[src/rtl/pipe_ctrl_pkg.sv]
// Shared encodings for the pipeline sequencer.
package pipe_ctrl_pkg;

  localparam logic PC_SEL_SEQ   = 1'b0;
  localparam logic PC_SEL_REDIR = 1'b1;

  // Encodings kept identical to the legacy ST_* values.
  typedef enum logic [1:0] {
    ST_FETCH = 2'd0,
    ST_DRAIN = 2'd1,
    ST_HALT  = 2'd2
  } state_e;

endpackage

[src/rtl/pipe_ctrl_hazard_unit.sv]
// Load-use hazard detection between the load in EX and the instruction in ID.
module hazard_unit
  import pipe_ctrl_pkg::*;
#(
  parameter int unsigned REG_AW = 5
) (
  input  logic              ex_valid,
  input  logic              ex_is_load,
  input  logic [REG_AW-1:0] ex_rd,
  input  logic [REG_AW-1:0] id_rs1,
  input  logic [REG_AW-1:0] id_rs2,
  input  logic              id_use_rs1,
  input  logic              id_use_rs2,
  output logic              load_use
);

  // x0 is never a real dependency, so a load to x0 cannot stall ID.
  always_comb begin
    load_use = ex_valid && ex_is_load && (ex_rd != '0) &&
               ((id_use_rs1 && (id_rs1 == ex_rd)) ||
                (id_use_rs2 && (id_rs2 == ex_rd)));
  end

endmodule

[src/rtl/pipe_ctrl.sv]
// Pipeline sequencer: pipeline-register enables/flushes, PC write, IFU handshake,
// load-use stall, LSU freeze, EX redirect with in-flight fetch drop, ebreak halt.
module pipe_ctrl
  import pipe_ctrl_pkg::*;
#(
  parameter int unsigned PERF_W = 32,
  parameter int unsigned REG_AW = 5
) (
  input  logic              clk,
  input  logic              rst,
  output logic              ifu_req_valid,
  input  logic              ifu_req_ready,
  input  logic              ifu_rsp_valid,
  output logic              ifu_rsp_ready,
  input  logic [REG_AW-1:0] id_rs1,
  input  logic [REG_AW-1:0] id_rs2,
  input  logic              id_use_rs1,
  input  logic              id_use_rs2,
  input  logic              id_ebreak,
  input  logic              ex_valid,
  input  logic              ex_is_load,
  input  logic [REG_AW-1:0] ex_rd,
  input  logic              ex_redirect,
  input  logic [31:0]       ex_redirect_pc,
  input  logic              lsu_busy,
  output logic              pc_wen,
  output logic              pc_sel,
  output logic [31:0]       redirect_pc,
  output logic              if_id_wen,
  output logic              if_id_flush,
  output logic              id_ex_wen,
  output logic              id_ex_flush,
  output logic              halted,
  output logic [PERF_W-1:0] stall_cnt
);

  state_e            state_q, state_d;
  logic              outstanding_q, outstanding_d;
  logic [PERF_W-1:0] stall_cnt_q, stall_cnt_d;
  logic              load_use;
  logic              req_fire, rsp_fire, stall_evt;

  hazard_unit #(
    .REG_AW(REG_AW)
  ) u_hazard (
    .ex_valid  (ex_valid),
    .ex_is_load(ex_is_load),
    .ex_rd     (ex_rd),
    .id_rs1    (id_rs1),
    .id_rs2    (id_rs2),
    .id_use_rs1(id_use_rs1),
    .id_use_rs2(id_use_rs2),
    .load_use  (load_use)
  );

  // Control outputs and next state; flush with wen=1 loads a NOP/bubble.
  always_comb begin
    ifu_req_valid = 1'b0;
    ifu_rsp_ready = 1'b0;
    pc_wen        = 1'b0;
    pc_sel        = PC_SEL_SEQ;
    redirect_pc   = ex_redirect_pc;
    if_id_wen     = 1'b0;
    if_id_flush   = 1'b0;
    id_ex_wen     = 1'b0;
    id_ex_flush   = 1'b0;
    halted        = 1'b0;
    state_d       = state_q;
    if (rst) begin
      if_id_flush = 1'b1;
      id_ex_flush = 1'b1;
    end else begin
      unique case (state_q)
        ST_FETCH: begin
          ifu_req_valid = !outstanding_q;
          if (lsu_busy) begin
            // Freeze: nothing advances, redirect waits for the LSU.
          end else if (ex_redirect) begin
            pc_wen        = 1'b1;
            pc_sel        = PC_SEL_REDIR;
            if_id_wen     = 1'b1;
            if_id_flush   = 1'b1;
            id_ex_wen     = 1'b1;
            id_ex_flush   = 1'b1;
            ifu_rsp_ready = 1'b1;
            if (outstanding_q && !ifu_rsp_valid) begin
              state_d = ST_DRAIN;
            end
          end else if (load_use) begin
            id_ex_wen   = 1'b1;
            id_ex_flush = 1'b1;
          end else begin
            id_ex_wen = 1'b1;
            if_id_wen = 1'b1;
            if (ifu_rsp_valid) begin
              ifu_rsp_ready = 1'b1;
              pc_wen        = 1'b1;
            end else begin
              if_id_flush = 1'b1;
            end
          end
          if (id_ebreak && id_ex_wen && !id_ex_flush) begin
            state_d = ST_HALT;
          end
        end
        ST_DRAIN: begin
          ifu_rsp_ready = 1'b1;
          if_id_wen     = 1'b1;
          if_id_flush   = 1'b1;
          id_ex_wen     = 1'b1;
          id_ex_flush   = 1'b1;
          if (ifu_rsp_valid) begin
            state_d = ST_FETCH;
          end
        end
        ST_HALT: begin
          halted = 1'b1;
        end
        default: begin
          state_d = ST_FETCH;
        end
      endcase
    end
  end

  // Fetch tracking and stall counter; a stall is any running cycle that
  // captures no real instruction into IF/ID (frozen or NOP-loaded).
  always_comb begin
    req_fire      = ifu_req_valid && ifu_req_ready;
    rsp_fire      = ifu_rsp_valid && ifu_rsp_ready;
    outstanding_d = outstanding_q;
    if (rsp_fire) begin
      outstanding_d = 1'b0;
    end else if (req_fire) begin
      outstanding_d = 1'b1;
    end
    stall_evt   = !rst && ((state_q == ST_FETCH) || (state_q == ST_DRAIN)) &&
                  (!if_id_wen || if_id_flush);
    stall_cnt_d = stall_cnt_q;
    if (stall_evt && (stall_cnt_q != '1)) begin
      stall_cnt_d = stall_cnt_q + PERF_W'(1);
    end
    stall_cnt = stall_cnt_q;
  end

  // State registers with synchronous reset.
  always_ff @(posedge clk) begin
    if (rst) begin
      state_q       <= ST_FETCH;
      outstanding_q <= 1'b0;
      stall_cnt_q   <= '0;
    end else begin
      state_q       <= state_d;
      outstanding_q <= outstanding_d;
      stall_cnt_q   <= stall_cnt_d;
    end
  end

endmodule

[config.mk]
export PLATFORM = sky130hd
export DESIGN_NAME = pipe_ctrl
export DESIGN_NICKNAME = d
export VERILOG_FILES = /design/src/rtl/pipe_ctrl_pkg.sv /design/src/rtl/pipe_ctrl_hazard_unit.sv /design/src/rtl/pipe_ctrl.sv
export SDC_FILE = /design/constraint.sdc
export NUM_CORES = 1
export LEC_CHECK = 0
export CORE_MARGIN = 3
export CORE_UTILIZATION = 30
export CTS_CLUSTER_SIZE = 12
export DETAILED_ROUTE_END_ITERATION = 10
export PLACE_DENSITY_LB_ADDON = 0.3
export SYNTH_ARGS = -nofsm -noshare
export SYNTH_HDL_FRONTEND = slang
export SYNTH_SLANG_ARGS = --single-unit
[constraint.sdc]
create_clock -name clk -period 2.7 [get_ports clk]
set_clock_uncertainty 0.2 [all_clocks]
set_input_delay 0.54 -clock clk [delete_from_list [all_inputs] [get_ports clk]]
set_output_delay 0.54 -clock clk [all_outputs]
set_load 0.1 [all_outputs]
# Yosys cells after proc, flatten, opt, wreduce, memory -nomap -nowiden
# Index checks and enable logic that the tools add are counted.
# word_totals
reg_bits	35
in_bits	58
out_inout_bits	73
word_cells	84
# op_classes
addsub	1
eq_ne	9
n_mux	45
bitwise	1
n_reduce_logical	25
# op_table
operator	count
two-way mux 1 bit	34
adder 32 x 1 -> 32 bit, second input constant	1
inequality test 32 bit, second input constant	1
logical AND 1 bit	13
equality test 5 bit	2
two-way mux 2 bit	5
case mux 1 bit (2 select lines)	5
inequality test 3 bit, second input constant	3
case mux 2 bit (3 select lines)	1
zero test 1 bit	5
AND reduction 5 bit	1
nonzero test 5 bit	1
logical OR 1 bit	3
equality test 2 x 1 -> 1 bit, second input constant	1
equality test 2 bit, second input constant	1
zero test 2 bit	1
inequality test 2 bit, second input constant	1
OR reduction 2 bit	1
NOT 1 bit	1

# Depth between registers and ports, before layout
# Gate-level depths: netlist (run 1).
# depth
depth_word	13
depth_mapped	8
mapped_depth_nobuf	7

# Cells and area by module
# Synthesis (run 1) repeated with hierarchy kept, for this count alone.
# hier_totals
hier_cells	276
hier_area_um2	2200.9
# modules_own_cells
module	instances	cells_per_inst	area_each_um2	seq_area_each_um2
pipe_ctrl	1	259	2065.7	700.7
hazard_unit	1	17	135.1	0.0

# Worst setup path after synthesis (run 1)
# No wires, ideal clock.
# synth_timing
kind	input-to-output
start	in ex_rd[1]
end	out pc_wen
arrival_time_ns	4.227
required_ns	1.960
setup_slack_ns	-2.267
stages	5
path_buffers	0
path_cell_list	or3_1 > o311a_1 > nand2_1 > a21oi_1 > nor4_1
# synth_via
elab_chain_cells	9
word_cells_on_any_way	13
# synth_rtl
element	line	text
from (decl)	pipe_ctrl.sv:22	input logic [REG_AW-1:0] ex_rd,
equality test 5 bit (on tied branches)	pipe_ctrl_hazard_unit.sv:20, pipe_ctrl_hazard_unit.sv:21	
logical AND 1 bit (on tied branches)	pipe_ctrl_hazard_unit.sv:20, pipe_ctrl_hazard_unit.sv:21	
logical OR 1 bit	pipe_ctrl_hazard_unit.sv:20	((id_use_rs1 && (id_rs1 == ex_rd)) ||
logical AND 1 bit (*)	pipe_ctrl_hazard_unit.sv:19	load_use = ex_valid && ex_is_load && (ex_rd != '0) &&
two-way mux 1 bit (*)	pipe_ctrl.sv:89	end else if (load_use) begin
two-way mux 1 bit (*)	pipe_ctrl.sv:78	end else if (ex_redirect) begin
two-way mux 1 bit (*)	pipe_ctrl.sv:76	if (lsu_busy) begin
two-way mux 1 bit (*)	pipe_ctrl.sv:73	unique case (state_q)
two-way mux 1 bit (*)	pipe_ctrl.sv:69	if (rst) begin
to (decl)	pipe_ctrl.sv:26	output logic pc_wen,
# Mark *: on every way between the ends. The rest lies on a longest branch, timed or not.

# Final worst setup path (run 1)
# layout_timing
start	in ex_rd[3]
end	out if_id_flush
# layout_via
elab_chain_cells	9
word_cells_on_any_way	13
# layout_rtl
element	line	text
equality test 5 bit (on tied branches)	pipe_ctrl_hazard_unit.sv:20, pipe_ctrl_hazard_unit.sv:21	
logical AND 1 bit (on tied branches)	pipe_ctrl_hazard_unit.sv:20, pipe_ctrl_hazard_unit.sv:21	
logical OR 1 bit	pipe_ctrl_hazard_unit.sv:20	
logical AND 1 bit (*)	pipe_ctrl_hazard_unit.sv:19	
two-way mux 1 bit (*)	pipe_ctrl.sv:89	
two-way mux 1 bit (*)	pipe_ctrl.sv:78	
two-way mux 1 bit (*)	pipe_ctrl.sv:76	
case mux 1 bit (2 select lines) (*)	pipe_ctrl.sv:73	
two-way mux 1 bit (*)	pipe_ctrl.sv:69	
to (decl)	pipe_ctrl.sv:30	output logic if_id_flush,
# Marked as above.

==> results of run 1 <==
[sequential cells by signal (all words and copies together), names as in the netlist]
name / flops
outstanding_q: 1
state_q: 2
stall_cnt: 32
[synthesized netlist by cell type, drive strengths merged, types with 7 or more instances]
library cell	count	share of area, %
a21oi	27	5.6
buf	41	13
dfxtp	35	29
inv	8	1.3
nand2	24	3.8
nand3	11	2.5
nand4	10	2.6
nor2	15	2.3
nor4	8	2.6
o31ai	11	3.4
o41ai	12	4.4
or3	7	1.8
or4	9	3.0
or4b	9	3.9
xnor2	10	3.7
[how the worst min path moves through the flow]
stage               cells after the start           end  slack [ps]     startpoint
floorplan                               2    state_q[0]         350  outstanding_q
global placement                        1  stall_cnt[6]         260   stall_cnt[6]
global route                            1  stall_cnt[6]         300   stall_cnt[6]
detailed placement                      1  stall_cnt[6]         260   stall_cnt[6]
finish                                  1  stall_cnt[6]         270   stall_cnt[6]
CTS                                     1  stall_cnt[6]         270   stall_cnt[6]
[logic make-up (layout without fill, tap and decap cells)]
logic type      after synthesis  in the layout  synth area share (%)
xor+xnor                     10             10                 3.655
compound gates               69             69                 19.63
flops                        35             35                 29.24
buf+inv                      55            117                 14.93
fa+ha+maj                     1              1                0.5221
mux                           6              6                 2.767
simple gates                115            115                 29.24
[per-layer routing]
metal  part of all wire [%]  GRT usage (%)  vias up  wire (um)
li1                       -              -     1187          -
met1                     45          21.48     1136       3177
met2                     49          25.19       51       3405
met3                    5.0          2.762       14        351
met4                    1.1          3.555        0         76
met5                      0              0        -          0
[worst max-delay path: stages]
cell     delay [ps]
buf_8           100
or3_4           380
o311a_4         390
a21oi_2         140
nor3_2           70
o31ai_4         260
buf_12          210
[cell type report]
| class | count | area share [%] |
|---|---|---|
| multi-input cells | 201 | 43.72 |
| well taps | 99 | 3.616 |
| repair buffers | 101 | 27.79 |
| flip-flops and latches | 35 | 21.62 |
| clock inverters | 1 | 0.1461 |
| inverters | 8 | 0.8766 |
| clock buffers | 7 | 2.228 |
[power groups by stage]
stage,Sequential (W),Clock (W),Combinational (W)
after floorplan,0.000558,0,0.000373
after global placement,0.000540,0,0.000294
after detailed placement,0.000541,0,0.000296
after CTS,0.000529,0.000378,0.000302
after global routing,0.000530,0.000398,0.000323
final,0.000529,0.000362,0.000306
[metrics by stage]
step | cell area, um2 | setup WS, ps | utilization, % | cells
final | 3426 | -115.7 | 45.76 | 452
after detailed placement | 3229 | -483.6 | 43.14 | 437
after floorplan | 2532 | -446.8 | - | 291
after CTS | 3385 | -123.3 | 45.21 | 450
after global routing | 3426 | -155.6 | 45.76 | 452
after global placement | 3229 | -477.5 | 43.14 | 437
[timing repair]
action                     4_1_cts  5_1_grt
gates resized for setup         45        5
pin swaps                       22        7
setup endpoints to repair       29        6
setup buffers                    5        2
==> flow_summary.ini, run 1 <==
[finish]
diodes = 0
area_delta_synth_final_pct = 42.98
fillers = 738
drive_above_1_share_pct = 43.63
final_nets = 411
layout_commonest_cell = buf_4
final_cell_mix = buf_4, dfxtp_2, a21oi_1
multiInputGateArea_um2 = 1498
register_area_um2 = 740.7

[die]
fp.dieArea_um2 = 9095
io_pins = 131
core-area_um2 = 7486
fp.dieH_um = 95.37
die_w_um = 95.37
initial_utilization_pct = 32.01
fp-row-count = 31

[sta]
drv_slew = 0
setup_viol_count_final = 5
fin_hold_ws_ps = 269.6
fmax_mhz = 355.2
slew_headroom_pct = 77.34
hold_viol_final = 0
fin_crit_sh_pct = 104.3
tns_ps = -477.1
rsz0062_at_grt = true
worst_slack_ps = -115.7
worst_pin_slew_ps = 338.9
period_needed_ps = 2816

[setup_path]
critical_path_arrival_ps = 2080
cp-endpoint = if_id_flush
reg2reg_depth = 8
crit_path_end_kind = output port
r2r_setup_slack_ps = 240
crit_type = primary input to output port
reg2reg_from = stall_cnt[0]
r2r-end = stall_cnt[30]
critical_path.startpoint = ex_rd[3]
crit_fanout = 4
startpoint_type = primary input
cp.required_ps = 1960

[clock_tree]
cts_max_path_buffers = 2
clk_pin_slew_ps = 70
cts_tree = built
htreeDepth = 2
cts_root_buf = clkbuf_8
clock_sinks = 35
clk-insertion-delay-late_ps = 280
numCtsBuffers = 5
holdBufCountCts = 0

[synth]
ys_ff_latch = 35
yosysSeqAreaShare_pct = 29.24
mappedNetlistArea_um2 = 2396
synth_cells = 291
synth-edff-count = 0
synth.distinct_cells = 45
synth_flop_cell = dfxtp_1
async_reset_ff_share_pct = 0
yosys_warnings = 0
avgSynthCellArea_um2 = 8.234
syn_nets = 350

[power]
combPwrFrac_pct = 25.6
p_per_area_nw_per_um2 = 349.7
power_w = 0.001198
power_leakage_nw = 1.228
seq_power_share_pct = 44.2
irDropWorstVdd_mv = 0.1578
switching_share_pct = 30.76
switching_power_w = 0.0003685
clockPowerShare_pct = 30.3
internal_power_w = 0.0008293

[routing]
wire_per_inst_um = 15.51
drtIter0Drc = 95
routed_wl_um = 7010
viasPerCell = 5.283
postRouteAntennaNets = 0
num_vias = 2388
drc_errors = 0
drtPass1Iterations = 4

[global_routing]
grt_max_degree = 36
grt-ovfl-total = 0
grt_pass1_vias = 2291
track_usage_pct = 15.54
antenna_found_initial = 0
grt_pass1_wl_um = 11300

[run_status]
violations = setup timing
status = finished with violations

[place]
place_congestion = 0.7955
io_buffers = 66
hpwl_um = 5257

[worst_hold_path]
hold_class = flop to flop

[run]
max-cap-violations = 0
No activity file was read; power rests on OpenSTA's default activity.
==> inputs of run 2 (changes only) <==
--- a/config.mk
+++ b/config.mk
@@ -5,6 +5,7 @@
 export SDC_FILE = /design/constraint.sdc
 export NUM_CORES = 1
 export LEC_CHECK = 0
+export CAP_MARGIN = 20
 export CORE_MARGIN = 3
 export CORE_UTILIZATION = 30
 export CTS_CLUSTER_SIZE = 12
==> results of run 2 <==
No change in the layout: final DEF, timing and power equal those of run 1.
